--- src/rtl/sisc_pkg.sv ---
// sisc_pkg: shared definitions for the SISC fetch stage.
//   PC_W_DEFAULT : default program counter / instruction address width
//   fetch_state_t: fetch FSM states
//   NOP_IR       : instruction register value after reset
package sisc_pkg;

    localparam int PC_W_DEFAULT = 16;

    localparam logic [31:0] NOP_IR = 32'h0000_0000;

    typedef enum logic [1:0] {
        S_START = 2'd0,
        S_REQ   = 2'd1,
        S_HOLD  = 2'd2
    } fetch_state_t;

endpackage

--- src/rtl/sisc_pc_calc.sv ---
// sisc_pc_calc: combinational next-PC computation.
//   i  pc       [PC_W] current program counter
//   i  br_taken        redirect instead of sequential step
//   i  br_abs          1 = absolute target, 0 = PC-relative
//   i  br_imm   [16]   branch immediate
//   o  next_pc  [PC_W] next program counter (all arithmetic mod 2^PC_W)
module sisc_pc_calc
    import sisc_pkg::*;
#(
    parameter int PC_W = PC_W_DEFAULT
) (
    input  logic [PC_W-1:0] pc,
    input  logic            br_taken,
    input  logic            br_abs,
    input  logic [15:0]     br_imm,
    output logic [PC_W-1:0] next_pc
);

    logic signed [PC_W-1:0] w_imm_sx;
    logic        [PC_W-1:0] w_imm_zx;
    logic        [PC_W-1:0] w_pc_inc;

    // Bit-wise extension so the same code truncates when PC_W < 16 and
    // extends when PC_W > 16.
    always_comb begin
        w_imm_sx = '0;
        w_imm_zx = '0;
        for (int i = 0; i < PC_W; i++) begin
            w_imm_sx[i] = (i < 16) ? br_imm[i[3:0]] : br_imm[15];
            w_imm_zx[i] = (i < 16) ? br_imm[i[3:0]] : 1'b0;
        end
    end

    assign w_pc_inc = pc + PC_W'(1);

    always_comb begin
        next_pc = w_pc_inc;
        if (br_taken) begin
            if (br_abs) next_pc = w_imm_zx;
            else        next_pc = w_pc_inc + $unsigned(w_imm_sx);
        end
    end

endmodule

--- src/rtl/sisc_fetch.sv ---
// sisc_fetch: SISC instruction fetch stage. Owns the PC, fetches from
// instruction memory over a req/ack handshake and holds the instruction
// register until ctrl retires it.
//   i  clk, rst_f            clock / asynchronous active-high reset
//   o  im_addr [PC_W]        memory word address (= pc)
//   o  im_req                fetch request, held until im_ack
//   i  im_ack, im_data [32]  memory response
//   o  ir [32], ir_valid     instruction register and its valid flag
//   o  pc [PC_W]             address of instruction in ir / being fetched
//   i  advance               current instruction done, fetch next
//   i  br_taken, br_abs, br_imm [16]  branch redirect, sampled with advance
module sisc_fetch
    import sisc_pkg::*;
#(
    parameter int              PC_W     = PC_W_DEFAULT,
    parameter logic [PC_W-1:0] RESET_PC = '0
) (
    input  logic            clk,
    input  logic            rst_f,
    output logic [PC_W-1:0] im_addr,
    output logic            im_req,
    input  logic            im_ack,
    input  logic [31:0]     im_data,
    output logic [31:0]     ir,
    output logic            ir_valid,
    output logic [PC_W-1:0] pc,
    input  logic            advance,
    input  logic            br_taken,
    input  logic            br_abs,
    input  logic [15:0]     br_imm
);

    fetch_state_t    r_state;
    logic [PC_W-1:0] r_pc;
    logic [31:0]     r_ir;
    logic            r_ir_valid;
    logic            r_im_req;
    logic [PC_W-1:0] w_next_pc;

    sisc_pc_calc #(
        .PC_W (PC_W)
    ) u_pc_calc (
        .pc       (r_pc),
        .br_taken (br_taken),
        .br_abs   (br_abs),
        .br_imm   (br_imm),
        .next_pc  (w_next_pc)
    );

    // im_req is registered and set on entry to S_REQ, so it mirrors the
    // state exactly and drops asynchronously with reset.
    always_ff @(posedge clk or posedge rst_f) begin
        if (rst_f) begin
            r_state    <= S_START;
            r_pc       <= RESET_PC;
            r_ir       <= NOP_IR;
            r_ir_valid <= 1'b0;
            r_im_req   <= 1'b0;
        end else begin
            case (r_state)
                S_START: begin
                    // Quiet cycle: any stray ack arriving here is dropped.
                    r_im_req <= 1'b1;
                    r_state  <= S_REQ;
                end
                S_REQ: begin
                    if (im_ack) begin
                        r_ir       <= im_data;
                        r_ir_valid <= 1'b1;
                        r_im_req   <= 1'b0;
                        r_state    <= S_HOLD;
                    end
                end
                S_HOLD: begin
                    if (advance) begin
                        r_pc       <= w_next_pc;
                        r_ir_valid <= 1'b0;
                        r_im_req   <= 1'b1;
                        r_state    <= S_REQ;
                    end
                end
                default: begin
                    r_im_req <= 1'b0;
                    r_state  <= S_START;
                end
            endcase
        end
    end

    assign im_addr  = r_pc;
    assign im_req   = r_im_req;
    assign ir       = r_ir;
    assign ir_valid = r_ir_valid;
    assign pc       = r_pc;

endmodule

--- config.mk ---
export PLATFORM = sky130hd
export DESIGN_NAME = sisc_fetch
export DESIGN_NICKNAME = d
export VERILOG_FILES = /design/src/rtl/sisc_pkg.sv /design/src/rtl/sisc_pc_calc.sv /design/src/rtl/sisc_fetch.sv
export SDC_FILE = /design/constraint.sdc
export NUM_CORES = 1
export LEC_CHECK = 0
export CAP_MARGIN = 20
export CORE_ASPECT_RATIO = 1.5
export CORE_UTILIZATION = 45
export CTS_CLUSTER_SIZE = 14
export DETAILED_ROUTE_END_ITERATION = 12
export PLACE_DENSITY = 0.8
export SLEW_MARGIN = 20
export SYNTH_ARGS = -nofsm -noshare
export SYNTH_HDL_FRONTEND = slang
export SYNTH_SLANG_ARGS = --single-unit
--- constraint.sdc ---
create_clock -name clk -period 3.7 [get_ports clk]
set_input_delay 0.74 -clock clk [delete_from_list [all_inputs] [get_ports clk]]
set_output_delay 0.74 -clock clk [all_outputs]
set_load 0.01 [all_outputs]
==> impl_metrics.env <==
export IMPL_status="completed"
export IMPL_combPwrFrac=0.615
export IMPL_cts_resized=0
export IMPL_hold_viol_final=0
export IMPL_drv_slew=0
export IMPL_routedWlPerCell_um=15.5
export IMPL_cts_hold_buf=0
export IMPL_fillers=597
export IMPL_clock_fmax_ghz=0.305
export IMPL_cp_buffers_inverters=0
export IMPL_instances_no_fill=564
export IMPL_die_y_um=109
export IMPL_grt_ovfl_total=0
export IMPL_path_delay_family="compound AO/OA/AOI/OAI gates"
export IMPL_gr_usage_all_layers=0.223
export IMPL_relSlewSlack=0.427
export IMPL_syn_inst=364
export IMPL_worst_path_stages=11
export IMPL_hpwl_um=6910
export IMPL_final_layout_size_suffix_gt1_frac=0.101
export IMPL_worstPathRequired_ns=3.89
export IMPL_yosys_top_cells_area="dfrtp_1 (37%), mux2_2 (11%), ha_1 (7.3%)"
export IMPL_tightest_slew_ns=0.859
export IMPL_start_util=0.470
export IMPL_vias=3106
export IMPL_synth_cell_types=50
export IMPL_drtAntennaViolNets=0
export IMPL_synth_seq_area_share=0.373
export IMPL_synth_async_reset_ratio=1.00
export IMPL_ios=120
export IMPL_syn_num_nets=439
export IMPL_cts_sinks=51
export IMPL_routed_wl_um=8720
export IMPL_p_int_mw=2.21
export IMPL_rr_worst_depth=11
export IMPL_crit_fanout=9
export IMPL_clock_latency_ns=0.30
export IMPL_peakVddDrop_uv=305
export IMPL_areaGrowthSynthToFinish_pct=36.8
export IMPL_finalCriticalPeriod_ns=3.28
export IMPL_critPathMaxStageDelay_ns=0.50
export IMPL_die_w_um=73.2
export IMPL_cts_path_max_buffers=2
export IMPL_vias_per_cell=5.51
export IMPL_antenna_found_initial=0
export IMPL_tns_ns=0
export IMPL_dr_pass1_iters=4
export IMPL_diodes=0
export IMPL_synth_top_area_cell="dfrtp_1"
export IMPL_cp_end_kind="register"
export IMPL_cts_buffers_inserted=5
export IMPL_cp_arrival_ns=3.48
export IMPL_power_density_mw_per_mm2=780
export IMPL_p_sw_mw=1.44
export IMPL_critPathLaunch="im_addr[2]"
export IMPL_placedCellCount=556
export IMPL_h_tree_depth=2
export IMPL_crit_path_start_kind="register"
export IMPL_rows=38
export IMPL_holdCritPathClass="register to register"
export IMPL_ff2ff_setup_slack_ns=0.42
export IMPL_root_buffer="clkbuf_8"
export IMPL_grt_max_degree=52
export IMPL_dieArea_mm2=0.00796
export IMPL_timing_final_crit_share=0.887
export IMPL_synth_area_per_cell_um2=9.40
export IMPL_path_cells="nand3_2, nor3_1, and3_1, xor2_1, ha_1, a21oi_1, o21ai_0, a21oi_1, a22oi_1, xor2_1, o41a_1"
export IMPL_synthFlopType="dfrtp_1"
export IMPL_drc=0
export IMPL_grt_first_pass_wirelength_um=13700
export IMPL_worstReg2RegEnd="im_addr[14]"
export IMPL_gp_congestion=0.962
export IMPL_maxCapViolCount=0
export IMPL_finalSetupViolCount=0
export IMPL_fin_skew_ns=0.00729
export IMPL_synth_top_area_share=0.373
export IMPL_finalNetCount=538
export IMPL_clkPwrFrac=0.085
export IMPL_seq_power_share=0.300
export IMPL_cp_endpoint="im_addr[14]"
export IMPL_port_buffers=119
export IMPL_core_area_mm2=0.00727
export IMPL_reg2reg_from="im_addr[2]"
export IMPL_clk_pin_slew_ns=0.09
export IMPL_crit_slowest_cell="dfrtp_1"
export IMPL_preCtsSetupSlack_ns=0.248
export IMPL_setup_slack_ns=0.416
export IMPL_yosysWarningCount=0
export IMPL_worst_setup_path_type="register to register"
export IMPL_cts_tree="done"
export IMPL_p_leak_nw=1.90
export IMPL_grt_pass1_vias=2883
export IMPL_synth_edf_count=0
export IMPL_syn_area_mm2=0.00342
export IMPL_rsz0062_at_grt="false"
export IMPL_synth_seq_cells=51
export IMPL_drt_iter0_drc=132
export IMPL_p_sw_frac=0.396
export IMPL_postCtsSetupBuffers=0
==> worst reg2reg max path, delay by kind of cell (launching register included) <==
kind | cells | cell delay [ns]
compound gates | 5 | 1.06
xor+xnor | 2 | 0.45
fa+ha+maj | 1 | 0.29
flops | 1 | 0.50
simple gates | 3 | 0.87
==> synthesized netlist by cell type, types with 4 or more instances <==
cell / count
nand4_1: 4
a21oi_1: 21
dfrtp_1: 51
nand3_1: 11
o211ai_1: 5
xnor2_1: 18
buf_4: 16
o21bai_1: 4
o31ai_1: 4
mux2_2: 33
nand2_1: 33
inv_1: 10
and3_1: 4
clkbuf_1: 15
a22oi_1: 4
xor2_1: 9
o21ai_0: 32
nor3_1: 6
ha_1: 20
nor2_1: 19
==> flip-flops by register name, summed over array words and instances, names as in the netlist <==
name      flops
ir_valid      1
r_state       2
im_addr      16
ir           32
==> cell type report <==
class,count,area (µm²),area share
multi-input combinational,270,1920,0.411
sequential,51,1280,0.273
timing repair buffer,124,1230,0.262
tap,100,125,0.0267
clock buffer,6,72.6,0.0155
inverter,11,42.5,0.00909
clock inverter,2,12.5,0.00267
==> power by group through the flow <==
stage          Clock [mW]  Sequential [mW]  Combinational [mW]
4_1_cts             0.319             1.09                2.25
2_1_floorplan           0             1.17                1.24
5_1_grt             0.342             1.14                2.45
3_5_place_dp            0             1.11                2.24
6_report            0.310             1.10                2.24
3_3_place_gp            0             1.08                2.19
==> cell families (layout without fill, tap and decap cells) <==
group	count (synthesis)	count (layout)	synth area share
compound gates	90	90	0.162
mux	36	36	0.117
xor+xnor	27	27	0.0691
simple gates	96	96	0.135
buf+inv	43	143	0.0651
fa+ha+maj	21	21	0.0790
flops	51	51	0.373
==> how the worst min path moves through the flow <==
stage	from	end	slack, ns	depth (start not counted)
detailed placement	ir_valid	ir_valid	0.49	2
global placement	ir_valid	ir_valid	0.46	2
floorplan	ir_valid	ir_valid	0.52	2
CTS	ir_valid	ir_valid	0.51	2
finish	ir_valid	ir_valid	0.50	2
global route	ir[23]	ir[23]	0.53	1
==> cell usage in the layout, fill, tap and decap left out, drive strengths merged, types with 3 or more instances in the layout <==
cell           Yosys  routed
o211ai             5       5
a21oi             21      21
xor2               9       9
mux2i              3       3
o21bai             4       4
inv               10       9
xnor2             18      18
nand3             12      12
nor3               6       6
buf               17       5
nand4              4       4
nor2              19      19
a22oi              4       4
o31ai              4       4
nand2             33      33
o21ai             33      33
and2               3       3
dfrtp             51      51
clkbuf            15       6
mux2              33      33
ha                20      20
and3               4       4
clkinv             1       3
nand2b             3       3
nor4               3       3
clkdlybuf4s50      0     119
==> layer usage <==
| layer | up-vias | routed length (µm) | track usage |
|---|---|---|---|
| li1 | 1485 | - | - |
| met1 | 1478 | 3310 | 0.253 |
| met2 | 128 | 4620 | 0.413 |
| met3 | 15 | 592 | 0.0351 |
| met4 | 0 | 202 | 0.0798 |
| met5 | - | 0 | 0 |
==> stage by stage <==
stage / hold WS (ns) / instance area (µm²) / utilization / total power, mW
6_report: 0.500 / 4680 / 0.643 / 3.65
3_3_place_gp: 0.462 / 4590 / 0.632 / 3.28
5_1_grt: 0.527 / 4680 / 0.643 / 3.93
4_1_cts: 0.507 / 4680 / 0.643 / 3.67
3_5_place_dp: 0.486 / 4590 / 0.632 / 3.35
2_1_floorplan: 0.515 / 3420 / - / 2.42
Note: power is estimated with default switching activity, not from simulation.
